### config.mk
export PLATFORM = sky130hd
export DESIGN_NAME = gate_bist
export DESIGN_NICKNAME = d
export VERILOG_FILES = /design/src/rtl/gate_bist.sv
export SDC_FILE = /design/constraint.sdc
export NUM_CORES = 1
export LEC_CHECK = 0
export ABC_AREA = 1
export CAP_MARGIN = 15
export CORE_MARGIN = 3
export CORE_UTILIZATION = 53
export DETAILED_ROUTE_END_ITERATION = 7
export GPL_ROUTABILITY_DRIVEN = 0
export PLACE_DENSITY = 0.82
export SETUP_SLACK_MARGIN = 0.4
export SLEW_MARGIN = 15
export SYNTH_ARGS = -nofsm -noshare
export SYNTH_HDL_FRONTEND = slang
export SYNTH_SLANG_ARGS = --single-unit
### constraint.sdc
create_clock -name clk -period 2.4 [get_ports clk]
set_input_delay 0.36 -clock clk [delete_from_list [all_inputs] [get_ports clk]]
set_output_delay 0.36 -clock clk [all_outputs]
set_load 0.1 [all_outputs]
### src/rtl/gate_bist.sv
// Built-in self test for a two-input gate block: walks {a1,a2} through 00..11 and flags per-output mismatches.
// Optional 16-bit response MISR on output sig when GATE_BIST_SIG_EN is defined.
module gate_bist #(
  parameter int unsigned SETTLE_CYCLES = 2
) (
  input  logic        clk,
  input  logic        rst_n,
  input  logic        start,
  output logic        a1,
  output logic        a2,
  input  logic [6:0]  y_in,
  output logic        busy,
  output logic        done,
  output logic        pass,
`ifdef GATE_BIST_SIG_EN
  output logic [15:0] sig,
`endif
  output logic [6:0]  fail_mask
);

  typedef enum logic [1:0] {
    IDLE   = 2'd0,
    SETTLE = 2'd1,
    SAMPLE = 2'd2,
    DONE   = 2'd3
  } state_t;

  localparam logic [3:0] SETTLE_LAST = 4'(SETTLE_CYCLES - 1);

  state_t      state_q;
  logic [1:0]  vec_q;
  logic [3:0]  cnt_q;
  logic        busy_q;
  logic        done_q;
  logic        pass_q;
  logic [6:0]  fail_q;
  logic [6:0]  fail_d;
`ifdef GATE_BIST_SIG_EN
  logic [15:0] sig_q;
  logic [15:0] sig_d;
`endif

  // Golden response of the gate block; bit i is output y(i+1).
  function automatic logic [6:0] expected_resp(input logic [1:0] v);
    logic x1;
    logic x2;
    x1 = v[1];
    x2 = v[0];
    return {~(x1 ^ x2), x1 ^ x2, ~(x1 | x2), x1 | x2, ~(x1 & x2), x1 & x2, ~x1};
  endfunction

`ifdef GATE_BIST_SIG_EN
  // One MISR step, polynomial x^16+x^12+x^5+1, response folded into the low bits.
  function automatic logic [15:0] misr_step(input logic [15:0] s, input logic [6:0] d);
    return {s[14:0], 1'b0} ^ (s[15] ? 16'h1021 : 16'h0000) ^ {9'b0, d};
  endfunction
`endif

  // Next values of the result registers for the current SAMPLE cycle.
  always_comb begin
    fail_d = fail_q | (y_in ^ expected_resp(vec_q));
`ifdef GATE_BIST_SIG_EN
    sig_d  = misr_step(sig_q, y_in);
`endif
  end

  // Sequencer FSM; every output comes straight from a flop.
  always_ff @(posedge clk or negedge rst_n) begin
    if (!rst_n) begin
      state_q <= IDLE;
      vec_q   <= 2'd0;
      cnt_q   <= 4'd0;
      busy_q  <= 1'b0;
      done_q  <= 1'b0;
      pass_q  <= 1'b0;
      fail_q  <= 7'd0;
`ifdef GATE_BIST_SIG_EN
      sig_q   <= 16'hFFFF;
`endif
    end else begin
      case (state_q)
        IDLE, DONE: begin
          if (start) begin
            state_q <= SETTLE;
            vec_q   <= 2'd0;
            cnt_q   <= 4'd0;
            busy_q  <= 1'b1;
            done_q  <= 1'b0;
            pass_q  <= 1'b0;
            fail_q  <= 7'd0;
`ifdef GATE_BIST_SIG_EN
            sig_q   <= 16'hFFFF;
`endif
          end
        end
        SETTLE: begin
          if (cnt_q == SETTLE_LAST) begin
            state_q <= SAMPLE;
          end else begin
            cnt_q <= cnt_q + 4'd1;
          end
        end
        SAMPLE: begin
          fail_q <= fail_d;
          cnt_q  <= 4'd0;
`ifdef GATE_BIST_SIG_EN
          sig_q  <= sig_d;
`endif
          if (vec_q == 2'd3) begin
            state_q <= DONE;
            busy_q  <= 1'b0;
            done_q  <= 1'b1;
            pass_q  <= (fail_d == 7'd0);
          end else begin
            state_q <= SETTLE;
            vec_q   <= vec_q + 2'd1;
          end
        end
        default: begin
          state_q <= IDLE;
          vec_q   <= 2'd0;
          cnt_q   <= 4'd0;
          busy_q  <= 1'b0;
          done_q  <= 1'b0;
          pass_q  <= 1'b0;
          fail_q  <= 7'd0;
        end
      endcase
    end
  end

  assign a1        = vec_q[1];
  assign a2        = vec_q[0];
  assign busy      = busy_q;
  assign done      = done_q;
  assign pass      = pass_q;
  assign fail_mask = fail_q;
`ifdef GATE_BIST_SIG_EN
  assign sig       = sig_q;
`endif

endmodule

==> flow_summary_export.csv, run 1 <==
group,metric,value,unit
run_status,status,"complete, no violations",
global_routing,wire_length_of_the_first_global_routing_pass,4.029,mm
power_and_ir_drop,pwr_density_cell,1370,nW/µm²
finish,commonest_non_fill_non_tap_cell_in_the_layout,"nand2_1",
finish,stdcell_count,193,
synthesis,netlist_instances,142,
cts,postCtsSetupBuffers,0,
cts,maximum_clock_path_buffer_count,2,
synthesis,synthesis.area,1040,µm²
critical_path,cp-startpoint,"state_q[0]",
floorplan,die_area,2529,µm²
floorplan,design.core.area,1783,µm²
global_routing,grtUsageMet1,27.05,%
timing,slew_headroom,71.86,%
synthesis,synth-seq-cells,18,
finish,fin_nets,187,
cts,cts.clk_slew.worst_paths,0.11,ns
finish,layout_common_cells,"nand2_1, nor2_1, inv_1",
global_routing,first_global_vias,924,
min_path,holdCritPathClass,"in -> async",
power_and_ir_drop,ir_drop,0.9572,mV
drt,ant_nets,0,
drt,num_vias,963,
finish,final_util,72.70,%
critical_path,setup.worst_path.class,"reg -> reg",
global_routing,grt_start_max_net_pins,19,
drt,drt-wirelength-per-cell,11.63,µm
timing,setup_repair_after_global_routing_missed_its_margin,"no",
drt,drt-pass1-iter-count,4,
cts,clock_latency,0.30,ns
floorplan,chipWidth,50.29,µm
floorplan,start_util,58.32,%
timing,worst_hold_slack,0.3693,ns
timing,fmaxAchievable,0.6419,GHz
finish,n_antenna_cell,0,
place,detailed_place.area,1260,µm²
critical_path,cells_along_the_critical_path,"inv_1 -> ha_1 -> o21ai_2 -> a21oi_1 -> o21ai_1",
finish,areaGrowthSynthToFinish,24.67,%
synthesis,yosysSeqAreaShare,43.32,%
place,port-buffer-count,21,
cts,htree_levels,1,
drt,detail_route.wirelength,2.245,mm
synthesis,yosys_warnings,0,
timing,setup_viol_count_final,0,
power_and_ir_drop,cellLeakagePower,0.6791,nW
timing,final_period_minus_worst_setup_slack,1.558,ns
floorplan,core.rowCount,15,
global_routing,total_global_routing_track_utilization,20.98,%
cts,post_cts.resized_instances,0,
drt,remaining_drc_errors,0,
global_routing,antenna_found_initial,0,
cts,clock_tree.root_cell,"clkbuf_4",
timing,worstMarginPinSlew,0.4221,ns
flow_run,timing.max_cap.violations,0,
critical_path,critical_path.reg2reg.startpoint,"state_q[0]",
place,placed_wire_length_estimate,1.694,mm
critical_path,required_time_worst_endpoint,2.63,ns
timing,worst_clock_skew,0.006494,ns
cts,cts_hold_repair.buffers,0,
critical_path,cp-start-kind,"flip-flop",
timing,timing_max_transition_violations_final,0,
cts,tritoncts_num_sinks,18,
finish,drive_gt1_share,16.67,%
timing,final-hold-violation-count,0,
synthesis,synth_area_per_cell,7.322,µm²
global_routing,globalRoute.totalOverflow,0,
cts,cts_tree,"done",
synthesis,mappedNetlistNets,160,
floorplan,dieHeight,50.29,µm
synthesis,synth.distinct_cells,15,
place,dp_cells,189,
global_routing,most_utilized_layer_in_the_global_route_result,"met2",
critical_path,cp_capture_type,"flip-flop",
critical_path,crit_arrival,1.79,ns
critical_path,timing.critical_path.slowest_stage_cell,"dfrtp_1",
timing,fin_setup_tns,0,ns
timing,final_min_period_over_clock_period,64.91,%
drt,first_iter_violations,16,
drt,routed_via_density,4.990,
critical_path,timing.critical_path.slowest_cell_delay,0.41,ns
floorplan,floorplan.io_pins,22,
finish,design_area,1296,µm²
global_routing,grt_use_met2,34.35,%
critical_path,path_max_fanout,9,
global_routing,groute.layer.met3.usage,3.561,%
cts,numCtsBuffers,3,
## where the power goes
group / switching, mW / internal [mW] / total, mW
Sequential: 0.0871 / 0.391 / 0.478
Clock: 0.0998 / 0.0927 / 0.193
Combinational: 0.822 / 0.283 / 1.11
Total: 1.01 / 0.767 / 1.78
## sequential cells by signal, indices dropped and copies added, names as in the netlist
| name | count |
|---|---|
| fail_mask | 7 |
| state_q | 2 |
| pass | 1 |
| cnt_q | 4 |
| done | 1 |
| vec_q | 2 |
| busy | 1 |
## synthesized netlist by cell type (all sizes together)
cell type / count / area [µm²]
nor2: 24 / 95.09
nand2: 43 / 163.9
inv: 23 / 86.33
o22ai: 1 / 6.260
ha: 8 / 100.1
a21oi: 8 / 40.04
nand4: 1 / 6.260
dfrtp: 18 / 450.4
o21ai: 10 / 57.56
nand3: 5 / 25.02
xor2: 1 / 8.760
## worst max-delay path: cells and delay by family (launching register included)
family | cells | cell delay (ns)
buffers and inverters | 1 | 0.06
flip-flops | 1 | 0.41
AO/OA/AOI/OAI | 3 | 0.66
adder cells (fa/ha/maj) | 1 | 0.36
## through the flow
| step | power [mW] | worst slack, ns |
|---|---|---|
| after floorplan | 1.345 | 0.4112 |
| after global placement | 1.550 | 0.8747 |
| after detailed placement | 1.585 | 0.8461 |
| after CTS | 1.785 | 0.8317 |
| after global routing | 1.919 | 0.6633 |
| final | 1.776 | 0.8422 |
## metal layers
metal	routed length [µm]	vias up	part of all wire (%)
met1	966	433	43
met5	0	-	0
met2	1074	29	48
li1	-	494	-
met3	142	7	6.3
met4	62	0	2.8
## final timing paths
| kind | to | slack (ns) | cells after the start |
|---|---|---|---|
| worst min-delay path | pass | 0.37 | 2 |
| worst min register to register | pass | 0.50 | 2 |
| min in group clk | pass | 0.50 | 2 |
| worst max-delay path | vec_q[0] | 0.84 | 5 |
| max in group asynchronous | vec_q[1] | 1.81 | 2 |
| worst max register to register | vec_q[0] | 0.84 | 5 |
## kinds of logic (layout without fill, tap and decap cells)
| kind of cell | after synthesis | after routing | synth area share (%) |
|---|---|---|---|
| xor+xnor | 1 | 1 | 0.8425 |
| flops | 18 | 18 | 43.32 |
| simple gates | 73 | 73 | 27.92 |
| compound gates | 19 | 19 | 9.989 |
| fa+ha+maj | 8 | 8 | 9.627 |
| buf+inv | 23 | 49 | 8.303 |
## final cells by class
type                    count  area [µm²]
repair buffers             22       187.7
well taps                  25       31.28
clock buffers               4       36.28
flip-flops and latches     18       451.7
inverters                  23       86.33
fillers                   161       486.7
multi-input cells         101       503.0
No activity file was read; power rests on OpenSTA's default activity.
==> run 2: changes to the inputs <==
--- a/config.mk
+++ b/config.mk
@@ -8,10 +8,10 @@
 export ABC_AREA = 1
 export CAP_MARGIN = 15
 export CORE_MARGIN = 3
-export CORE_UTILIZATION = 53
+export CORE_UTILIZATION = 45
 export DETAILED_ROUTE_END_ITERATION = 7
 export GPL_ROUTABILITY_DRIVEN = 0
-export PLACE_DENSITY = 0.82
+export PLACE_DENSITY = 0.74
 export SETUP_SLACK_MARGIN = 0.4
 export SLEW_MARGIN = 15
 export SYNTH_ARGS = -nofsm -noshare
==> constraint.sdc (replaced) <==
create_clock -name clk -period 1.25 [get_ports clk]
set_input_delay 0.1875 -clock clk [delete_from_list [all_inputs] [get_ports clk]]
set_output_delay 0.1875 -clock clk [all_outputs]
set_load 0.1 [all_outputs]
==> flow_summary_export.csv, run 2 (synthesized netlist as in run 1, its figures left out) <==
group,metric,value,unit
timing,fin_setup_tns,-3.010,ns
cts,clock_tree.root_cell,"clkbuf_4",
critical_path,reg2regPathDepth,8,
finish,layout_common_cells,"nand2_1, buf_4, nor2_1",
place,pre_cts_slack,-0.1665,ns
critical_path,crit_arrival,1.86,ns
drt,detail_route.wirelength,3.975,mm
timing,worstMarginPinSlew,0.2542,ns
finish,nFillCells,62,
timing,setup_viol_count_final,20,
flow_run,timing.max_cap.violations,0,
critical_path,setup.worst_path.class,"reg -> reg",
finish,areaGrowthSynthToFinish,86.52,%
cts,tritoncts_num_sinks,18,
power_and_ir_drop,swShare,52.35,%
timing,setup_repair_after_global_routing_missed_its_margin,"yes",
global_routing,first_global_vias,1203,
global_routing,grt_start_max_net_pins,19,
power_and_ir_drop,overall_power_consumption,5.429,mW
cts,cts.clk_slew.worst_paths,0.11,ns
timing,worst_clock_skew,0.004609,ns
floorplan,die_area,2924,µm²
global_routing,globalRoute.totalOverflow,0,
critical_path,cp_capture_type,"flip-flop",
floorplan,start_util,49.94,%
cts,cts_tree,"done",
power_and_ir_drop,netSwitchingPower,2.842,mW
critical_path,cp-start-kind,"flip-flop",
place,port-buffer-count,21,
drt,drt-pass1-iter-count,4,
cts,htree_levels,1,
global_routing,antenna_found_initial,0,
finish,fin_nets,215,
floorplan,floorplan.io_pins,22,
critical_path,required_time_worst_endpoint,1.51,ns
finish,drive_gt1_share,56.12,%
power_and_ir_drop,share_comb_of_total_power,74.3,%
run_status,failing_checks,"negative setup slack",
critical_path,cp-startpoint,"vec_q[1]",
timing,slew_headroom,82.99,%
finish,commonest_non_fill_non_tap_cell_in_the_layout,"nand2_1",
timing,final_period_minus_worst_setup_slack,1.600,ns
run_status,status,"complete, but fails checks",
power_and_ir_drop,clockPowerShare,7.1,%
cts,cts_hold_repair.buffers,0,
global_routing,total_global_routing_track_utilization,26.28,%
critical_path,critical_path.reg2reg.startpoint,"vec_q[1]",
floorplan,chipWidth,54.07,µm
timing,final-hold-violation-count,0,
drt,drt-wirelength-per-cell,17.83,µm
drt,ant_nets,0,
drt,routed_via_density,5.480,
place,placed_wire_length_estimate,2.163,mm
timing,final_min_period_over_clock_period,128.0,%
critical_path,ff2ff_setup_slack,-0.35,ns
power_and_ir_drop,seq_power_share,18.6,%
floorplan,design.core.area,2082,µm²
timing,layout_setup_ws,-0.3504,ns
finish,n_antenna_cell,0,
floorplan,dieHeight,54.07,µm
power_and_ir_drop,pwr_density_cell,2799,nW/µm²
timing,fmaxAchievable,0.6248,GHz
cts,numCtsBuffers,3,
cts,clock_latency,0.31,ns
drt,remaining_drc_errors,0,
critical_path,path_max_fanout,4,
drt,num_vias,1222,
global_routing,wire_length_of_the_first_global_routing_pass,5.402,mm
power_and_ir_drop,ir_drop,2.623,mV
cts,maximum_clock_path_buffer_count,2,
floorplan,core.rowCount,16,
min_path,holdCritPathClass,"in -> async",
power_and_ir_drop,intPower,2.587,mW
drt,first_iter_violations,31,
timing,timing_max_transition_violations_final,0,
power_and_ir_drop,cellLeakagePower,0.9062,nW
finish,final_util,93.15,%
finish,largest_reg_flops,7,
==> run 2: area by class of cell <==
class / instances / area, µm² / area share (%)
Multi-Input combinational cell: 101 / 733.2 / 37.81
Timing Repair Buffer: 50 / 570.5 / 29.42
Sequential cell: 18 / 469.2 / 24.19
Inverter: 23 / 96.34 / 4.968
Clock buffer: 4 / 36.28 / 1.871
Tap cell: 27 / 33.78 / 1.742
==> run 2: through the flow <==
step / std cells / hold WS [ns] / cell area, µm²
finish: 223 / 0.2206 / 1939
global route: 223 / 0.2240 / 1939
CTS: 216 / 0.2325 / 1757
detailed placement: 204 / 0.5450 / 1580
global placement: 204 / 0.5229 / 1580
floorplan: 142 / -0.1081 / 1111
==> run 2: power groups by stage <==
stage | logic [mW] | registers [mW] | clock network (mW)
3_3_place_gp | 2.83 | 0.986 | 0
4_1_cts | 3.33 | 0.980 | 0.379
5_1_grt | 4.23 | 1.03 | 0.420
2_1_floorplan | 1.12 | 1.69 | 0
6_report | 4.03 | 1.01 | 0.385
3_5_place_dp | 2.93 | 1.00 | 0
==> run 2: worst paths after layout <==
kind | endpoint
setup reg to reg | pass
min in group clk | cnt_q[0]
hold / removal | fail_mask[6]
setup / recovery | pass
max in group asynchronous | vec_q[1]
hold reg to reg | cnt_q[0]
==> run 2: what timing repair did <==
item / in CTS / in global routing
resized for setup: 22 / 36
hold endpoints to repair: 0 / 0
pin swaps: 13 / 16
setup buffers: 8 / 7
endpoints found under the setup margin: 30 / 30
==> run 2: metal layers <==
metal / global-route usage, % / share of wire, %
met1: 29.24 / 38
met2: 48.59 / 53
met3: 3.324 / 4.8
met4: 12.86 / 4.6
met5: 0 / 0
==> run 2: worst max-delay path, stage by stage, from the launching register on <==
cell,delay [ns]
dfrtp_4,0.53
ha_2,0.23
nand2_1,0.08
nand2_1,0.07
nor2_1,0.22
nand2_1,0.10
nor2_1,0.16
nand2_1,0.09
nand2_1,0.07
==> run 3: changes to the inputs <==
--- a/config.mk
+++ b/config.mk
@@ -9,6 +9,7 @@
 export CAP_MARGIN = 15
 export CORE_MARGIN = 3
 export CORE_UTILIZATION = 45
+export CTS_BUF_LIST = sky130_fd_sc_hd__clkbuf_4 sky130_fd_sc_hd__clkbuf_8 sky130_fd_sc_hd__clkbuf_16
 export DETAILED_ROUTE_END_ITERATION = 7
 export GPL_ROUTABILITY_DRIVEN = 0
 export PLACE_DENSITY = 0.74
==> results of run 3 <==
No change in the layout: final DEF, timing and power equal those of run 2.
